[src/rtl/fredkin_pkg.sv]
// Shared definitions for the Fredkin controlled-swap scrambler and unscrambler.
package fredkin_pkg;

  parameter int unsigned DefaultW      = 8;
  parameter int unsigned DefaultStages = 4;

  typedef enum logic [1:0] {
    StIdle = 2'd0,
    StRun  = 2'd1,
    StDone = 2'd2
  } state_e;

  // Lower bit index of pair i: adjacent bits on even stages, half-word apart on odd stages.
  function automatic int unsigned pair_lo(input int unsigned w, input logic odd_stage,
                                          input int unsigned i);
    if (odd_stage) begin
      return i;
    end
    return 2 * i;
  endfunction

  // Upper bit index of pair i.
  function automatic int unsigned pair_hi(input int unsigned w, input logic odd_stage,
                                          input int unsigned i);
    if (odd_stage) begin
      return i + w / 2;
    end
    return 2 * i + 1;
  endfunction

endpackage

[src/rtl/fredkin_stage.sv]
// One combinational swap stage: W/2 Fredkin gates, pairing chosen by stage parity.
module fredkin_stage
  import fredkin_pkg::*;
#(
  parameter int unsigned W = DefaultW
) (
  input  logic           odd,
  input  logic [W/2-1:0] ctrl,
  input  logic [W-1:0]   din,
  output logic [W-1:0]   dout
);

  logic [W-1:0] even_res;
  logic [W-1:0] odd_res;

  for (genvar i = 0; i < W / 2; i++) begin : g_pair
    localparam int unsigned ELo = pair_lo(W, 1'b0, i);
    localparam int unsigned EHi = pair_hi(W, 1'b0, i);
    localparam int unsigned OLo = pair_lo(W, 1'b1, i);
    localparam int unsigned OHi = pair_hi(W, 1'b1, i);

    // Fredkin gate with control ctrl[i]: swap the pair when set, pass through otherwise.
    assign even_res[ELo] = ctrl[i] ? din[EHi] : din[ELo];
    assign even_res[EHi] = ctrl[i] ? din[ELo] : din[EHi];
    assign odd_res[OLo]  = ctrl[i] ? din[OHi] : din[OLo];
    assign odd_res[OHi]  = ctrl[i] ? din[OLo] : din[OHi];
  end

  assign dout = odd ? odd_res : even_res;

endmodule

[src/rtl/fredkin_unscrambler.sv]
// Sequential inverse of the Fredkin scrambling network: applies one stage per clock,
// from the last stage down to stage 0, behind valid/ready handshakes.
module fredkin_unscrambler
  import fredkin_pkg::*;
#(
  parameter int unsigned W      = DefaultW,
  parameter int unsigned STAGES = DefaultStages
) (
  input  logic                  clk,
  input  logic                  rst,
  input  logic                  in_valid,
  output logic                  in_ready,
  input  logic [W-1:0]          in_data,
  input  logic [STAGES*W/2-1:0] in_key,
  output logic                  out_valid,
  input  logic                  out_ready,
  output logic [W-1:0]          out_data
);

  localparam int unsigned KW   = STAGES * W / 2;
  localparam int unsigned H    = W / 2;
  localparam int unsigned CntW = (STAGES > 1) ? $clog2(STAGES) : 1;

  state_e          state_q, state_d;
  logic [W-1:0]    work_q;
  logic [KW-1:0]   key_q;
  logic [CntW-1:0] cnt_q;

  logic [H-1:0]    ctrl_sel;
  logic [W-1:0]    stage_out;

  // Select the key slice of the stage addressed by cnt.
  always_comb begin
    ctrl_sel = '0;
    for (int s = 0; s < int'(STAGES); s++) begin
      if (cnt_q == CntW'(s)) begin
        ctrl_sel = key_q[s*H +: H];
      end
    end
  end

  fredkin_stage #(
    .W (W)
  ) u_stage (
    .odd  (cnt_q[0]),
    .ctrl (ctrl_sel),
    .din  (work_q),
    .dout (stage_out)
  );

  // State register.
  always_ff @(posedge clk or posedge rst) begin
    if (rst) begin
      state_q <= StIdle;
    end else begin
      state_q <= state_d;
    end
  end

  // Next-state logic.
  always_comb begin
    state_d = state_q;
    unique case (state_q)
      StIdle: if (in_valid) state_d = StRun;
      StRun:  if (cnt_q == '0) state_d = StDone;
      StDone: if (out_ready) state_d = StIdle;
      default: state_d = StIdle;
    endcase
  end

  // Datapath: latch word and key on accept, then step one stage per RUN cycle.
  always_ff @(posedge clk or posedge rst) begin
    if (rst) begin
      work_q <= '0;
      key_q  <= '0;
      cnt_q  <= '0;
    end else begin
      unique case (state_q)
        StIdle: begin
          if (in_valid) begin
            work_q <= in_data;
            key_q  <= in_key;
            cnt_q  <= CntW'(STAGES - 1);
          end
        end
        StRun: begin
          work_q <= stage_out;
          // Exit at zero, so the decrement never wraps.
          if (cnt_q != '0) begin
            cnt_q <= cnt_q - 1'b1;
          end
        end
        default: ;
      endcase
    end
  end

  // Outputs decoded from registered state only.
  always_comb begin
    in_ready  = (state_q == StIdle);
    out_valid = (state_q == StDone);
    out_data  = (state_q == StDone) ? work_q : '0;
  end

endmodule

[config.mk]
export PLATFORM = sky130hd
export DESIGN_NAME = fredkin_unscrambler
export DESIGN_NICKNAME = d
export VERILOG_FILES = /design/src/rtl/fredkin_pkg.sv /design/src/rtl/fredkin_stage.sv /design/src/rtl/fredkin_unscrambler.sv
export SDC_FILE = /design/constraint.sdc
export NUM_CORES = 1
export LEC_CHECK = 0
export CAP_MARGIN = 10
export CELL_PAD_IN_SITES_DETAIL_PLACEMENT = 1
export CELL_PAD_IN_SITES_GLOBAL_PLACEMENT = 2
export CORE_MARGIN = 10
export CORE_UTILIZATION = 33
export CTS_BUF_LIST = sky130_fd_sc_hd__clkbuf_16
export DETAILED_ROUTE_END_ITERATION = 7
export HOLD_SLACK_MARGIN = 0.15
export PLACE_DENSITY_LB_ADDON = 0.1
export SLEW_MARGIN = 20
export SYNTH_ARGS = -nofsm -noshare
export SYNTH_HDL_FRONTEND = slang
export SYNTH_HIERARCHICAL = 1
export SYNTH_SLANG_ARGS = --single-unit
export TNS_END_PERCENT = 10
[constraint.sdc]
create_clock -name clk -period 2.41 [get_ports clk]
set_input_delay 0.3615 -clock clk [delete_from_list [all_inputs] [get_ports clk]]
set_output_delay 0.3615 -clock clk [all_outputs]
set_load 0.01 [all_outputs]
==> results.md, run 1 <==
* IO Count at 38
* Final worst slack at 0.229 ns
* R2r worst-path depth at 8
* Fin. max-slew vios at 0
* Port-buffer cells at 37
* Worst path slowest cell: dfrtp_1
* Final setup vio count at 0
* Die height at 93.8 um
* Clock transition at path regs at 0.07 ns
* Crit start category: flip-flop
* Setup TNS at 0 ns
* DR WL/cell at 17.9 um
* CTS Hold Bufs at 0
* CP max FO at 8
* Ys flop type: dfrtp_1
* Initial Utilization at 34.5%
* Core area at 5200 um2
* Cell variety after synth at 31
* Hold WC Path Type: input pin to asynchronous set/reset pin
* Vias at 1,323
* Status: finished, final reports clean
* First-pass GRT wire length at 7730 um
* TritonCTS Buffers at 3
* Lkg Pwr at 1.01 nW
* Largest net degree at the start of global routing at 29
* Warnings, synthesis at 6
* Initial antenna violation count at 0
* CTS max path bufs at 2
* Cell Pwr Density at 1310 nW/um2
* Die X at 93.8 um
* Root Buffer: clkbuf_16
* CP arrival at 2.33 ns
* DRC errors left at 0
* Final worst-path cycle share at 90.5%
* Critical path required time at 2.56 ns
* Sequential area share after synthesis at 39.0%
* Max transition margin at 75.1%
* GRT Overall Usage at 10.8%
* Overflow after GRT at 0
* Ant. Diodes at 0
* Area Overhead vs Synth at 30.1%
* PostCTS Resize Cnt at 0
* Critical Path End Type: flip-flop
* Max Fclk at 458 MHz
* Crit path largest cell delay at 0.42 ns
* Clock skew at 0.00268 ns
* Depth of the CTS H-tree at 1
* Ordered cell list for the critical path: inv_1 > ha_1 > nand3b_1 > a221oi_1 > buf_4 > mux2i_1 > mux2i_1 > o221a_2
* Number of sinks on the clock net at 28
* Initial DRC Count at 58
* Dpl ws at 0.226 ns
* Post-detailed-placement half-perimeter wirelength at 3550 um
* Drt first pass iters at 4
* Fillcell total at 568
* DRT antenna net count at 0
* Most used cell along the critical path: mux2i_1
* Postcts setup bufs at 0
* Period minus WS final at 2.18 ns
* Clk Latency, worst-skew pair at 0.26 ns
* Number of global-route vias before repair at 1,496
* WS Path Type: flip-flop to flip-flop
* Worst-margin pin slew at 0.374 ns
* Share of layout cells above drive strength 1 at 23.0%
* Final core occ at 45.0%
* Syn Nets at 184
* Final wirelength at 4660 um
* Post-Syn Area per Cell at 11.9 um2
* Post-synth EDFFs at 0
* Fin nets at 225
* CTS tree: yes
* RSZ-0062 raised after global routing: no
* Post-DR vias/cell at 5.07
* VDD IR max at 0.485 mV
* Row Count at 26
* Fin. Hold Viols at 0
* Die ar. at 8800 um2
* #FFs+latches synth at 28
* Max_cap viols at 0
* GPL Wtd Cong at 0.736
* Gate Count Post-Synth at 151
* Post-Syn Area at 1800 um2
* Asr flop ratio synth at 100%
==> per-layer routing <==
layer / vias up / global-route usage [%] / wire, um
met5: - / 0 / 0
met4: 0 / 2.28 / 23
met3: 2 / 2.72 / 183
met2: 24 / 18.2 / 2210
met1: 655 / 13.5 / 2250
li1: 642 / - / -
==> synth_stat cells, types with 2 or more instances <==
cell type / count / area, um2
nand2_1: 2 / 7.51
nand2b_1: 2 / 12.5
inv_1: 8 / 30.0
dfrtp_1: 28 / 701
mux2i_1: 18 / 180
a211oi_1: 5 / 37.5
mux2_4: 10 / 150
o221a_2: 10 / 113
clkbuf_1: 3 / 11.3
clkbuf_2: 2 / 10.0
or4b_1: 8 / 80.1
ha_1: 5 / 62.6
a21oi_1: 3 / 15.0
nand3b_1: 6 / 45.0
mux2_2: 6 / 67.6
nor2_1: 3 / 11.3
nor2b_1: 2 / 12.5
a221oi_1: 3 / 26.3
buf_2: 3 / 15.0
nor3b_1: 4 / 30.0
and2_1: 8 / 50.1
buf_6: 3 / 33.8
==> where the power goes <==
group / total [mW] / internal, mW / switching, mW
Sequential: 0.928 / 0.710 / 0.218
Clock: 0.380 / 0.222 / 0.157
Combinational: 1.75 / 0.996 / 0.758
Total: 3.06 / 1.93 / 1.13
==> worst max-delay path: cells and delay by family (launching register included) <==
family | cells | cell delay [ns]
fa+ha+maj | 1 | 0.28
simple gates | 1 | 0.21
flops | 1 | 0.42
buf+inv | 2 | 0.32
compound gates | 2 | 0.57
mux | 2 | 0.27
==> through the flow <==
| stage | instance area, um2 | total power [mW] | hold slack (ns) | instances |
|---|---|---|---|---|
| floorplan | 1800 | 2.23 | 0.427 | 151 |
| global placement | 2260 | 2.66 | 0.494 | 257 |
| detailed placement | 2260 | 2.71 | 0.506 | 257 |
| CTS | 2340 | 3.11 | 0.505 | 261 |
| global route | 2340 | 3.31 | 0.538 | 261 |
| finish | 2340 | 3.06 | 0.481 | 261 |
==> state kept, by name (all words and copies together), names as in the netlist <==
name     flops
key_q       16
work_q       8
cnt_q        2
state_q      2
==> worst paths after layout <==
kind	from	end	slack [ns]
worst max register to register	cnt_q[1]	work_q[2]	0.23
worst min register to register	key_q[13]	key_q[13]	0.52
min in group clk	key_q[13]	key_q[13]	0.52
worst min-delay path	rst	key_q[12]	0.48
max in group asynchronous	rst	key_q[4]	1.66
worst max-delay path	cnt_q[1]	work_q[2]	0.23
==> layout by cell type (no fill, tap or decap) <==
master           instances
mux2_2                   6
buf_4                   10
o2bb2ai_1                1
nor3b_1                  4
o21ba_2                  1
and3b_1                  1
nand2b_1                 2
buf_12                   1
nor3b_4                  1
a211oi_1                 5
nand3b_1                 6
ha_1                     5
a21oi_1                  3
dfrtp_1                 28
and2_1                   8
mux2i_1                 18
clkinv_1                 1
inv_1                    8
or2b_1                   1
or2_2                    1
and3_2                   1
or4b_1                   8
a211o_1                  1
clkbuf_16                3
clkdlybuf4s50_1         37
mux2_4                  10
o221a_2                 10
a221oi_1                 3
nor2_1                   3
nand2_1                  2
nor2b_1                  2
==> layout make-up <==
class,instances,area (um2),area share [%]
Clock buffer,3,75.1,3.21
Clock inverter,1,3.75,0.160
Inverter,8,30.0,1.28
Multi-Input combinational cell,103,977,41.8
Sequential cell,28,701,29.9
Tap cell,70,87.6,3.74
Timing Repair Buffer,48,465,19.9
==> logic make-up (layout without fill, tap and decap cells) <==
logic type,Yosys count,in the layout,share of synthesized area [%]
and+or+nand+nor,40,40,16.6
muxes,34,34,22.1
buffers and inverters,20,60,6.68
AOI/OAI and AO/OA,24,24,12.2
adders and majority gates,5,5,3.48
DFF,28,28,39.0
No activity file was read; power rests on OpenSTA's default activity.
==> run 2, diff against run 1 <==
--- a/config.mk
+++ b/config.mk
@@ -5,6 +5,7 @@
 export SDC_FILE = /design/constraint.sdc
 export NUM_CORES = 1
 export LEC_CHECK = 0
+export ABC_CLOCK_PERIOD_IN_PS = 2410
 export CAP_MARGIN = 10
 export CELL_PAD_IN_SITES_DETAIL_PLACEMENT = 1
 export CELL_PAD_IN_SITES_GLOBAL_PLACEMENT = 2
==> results of run 2 <==
Same layout as run 1: the final DEF is identical, and so are final timing and power.
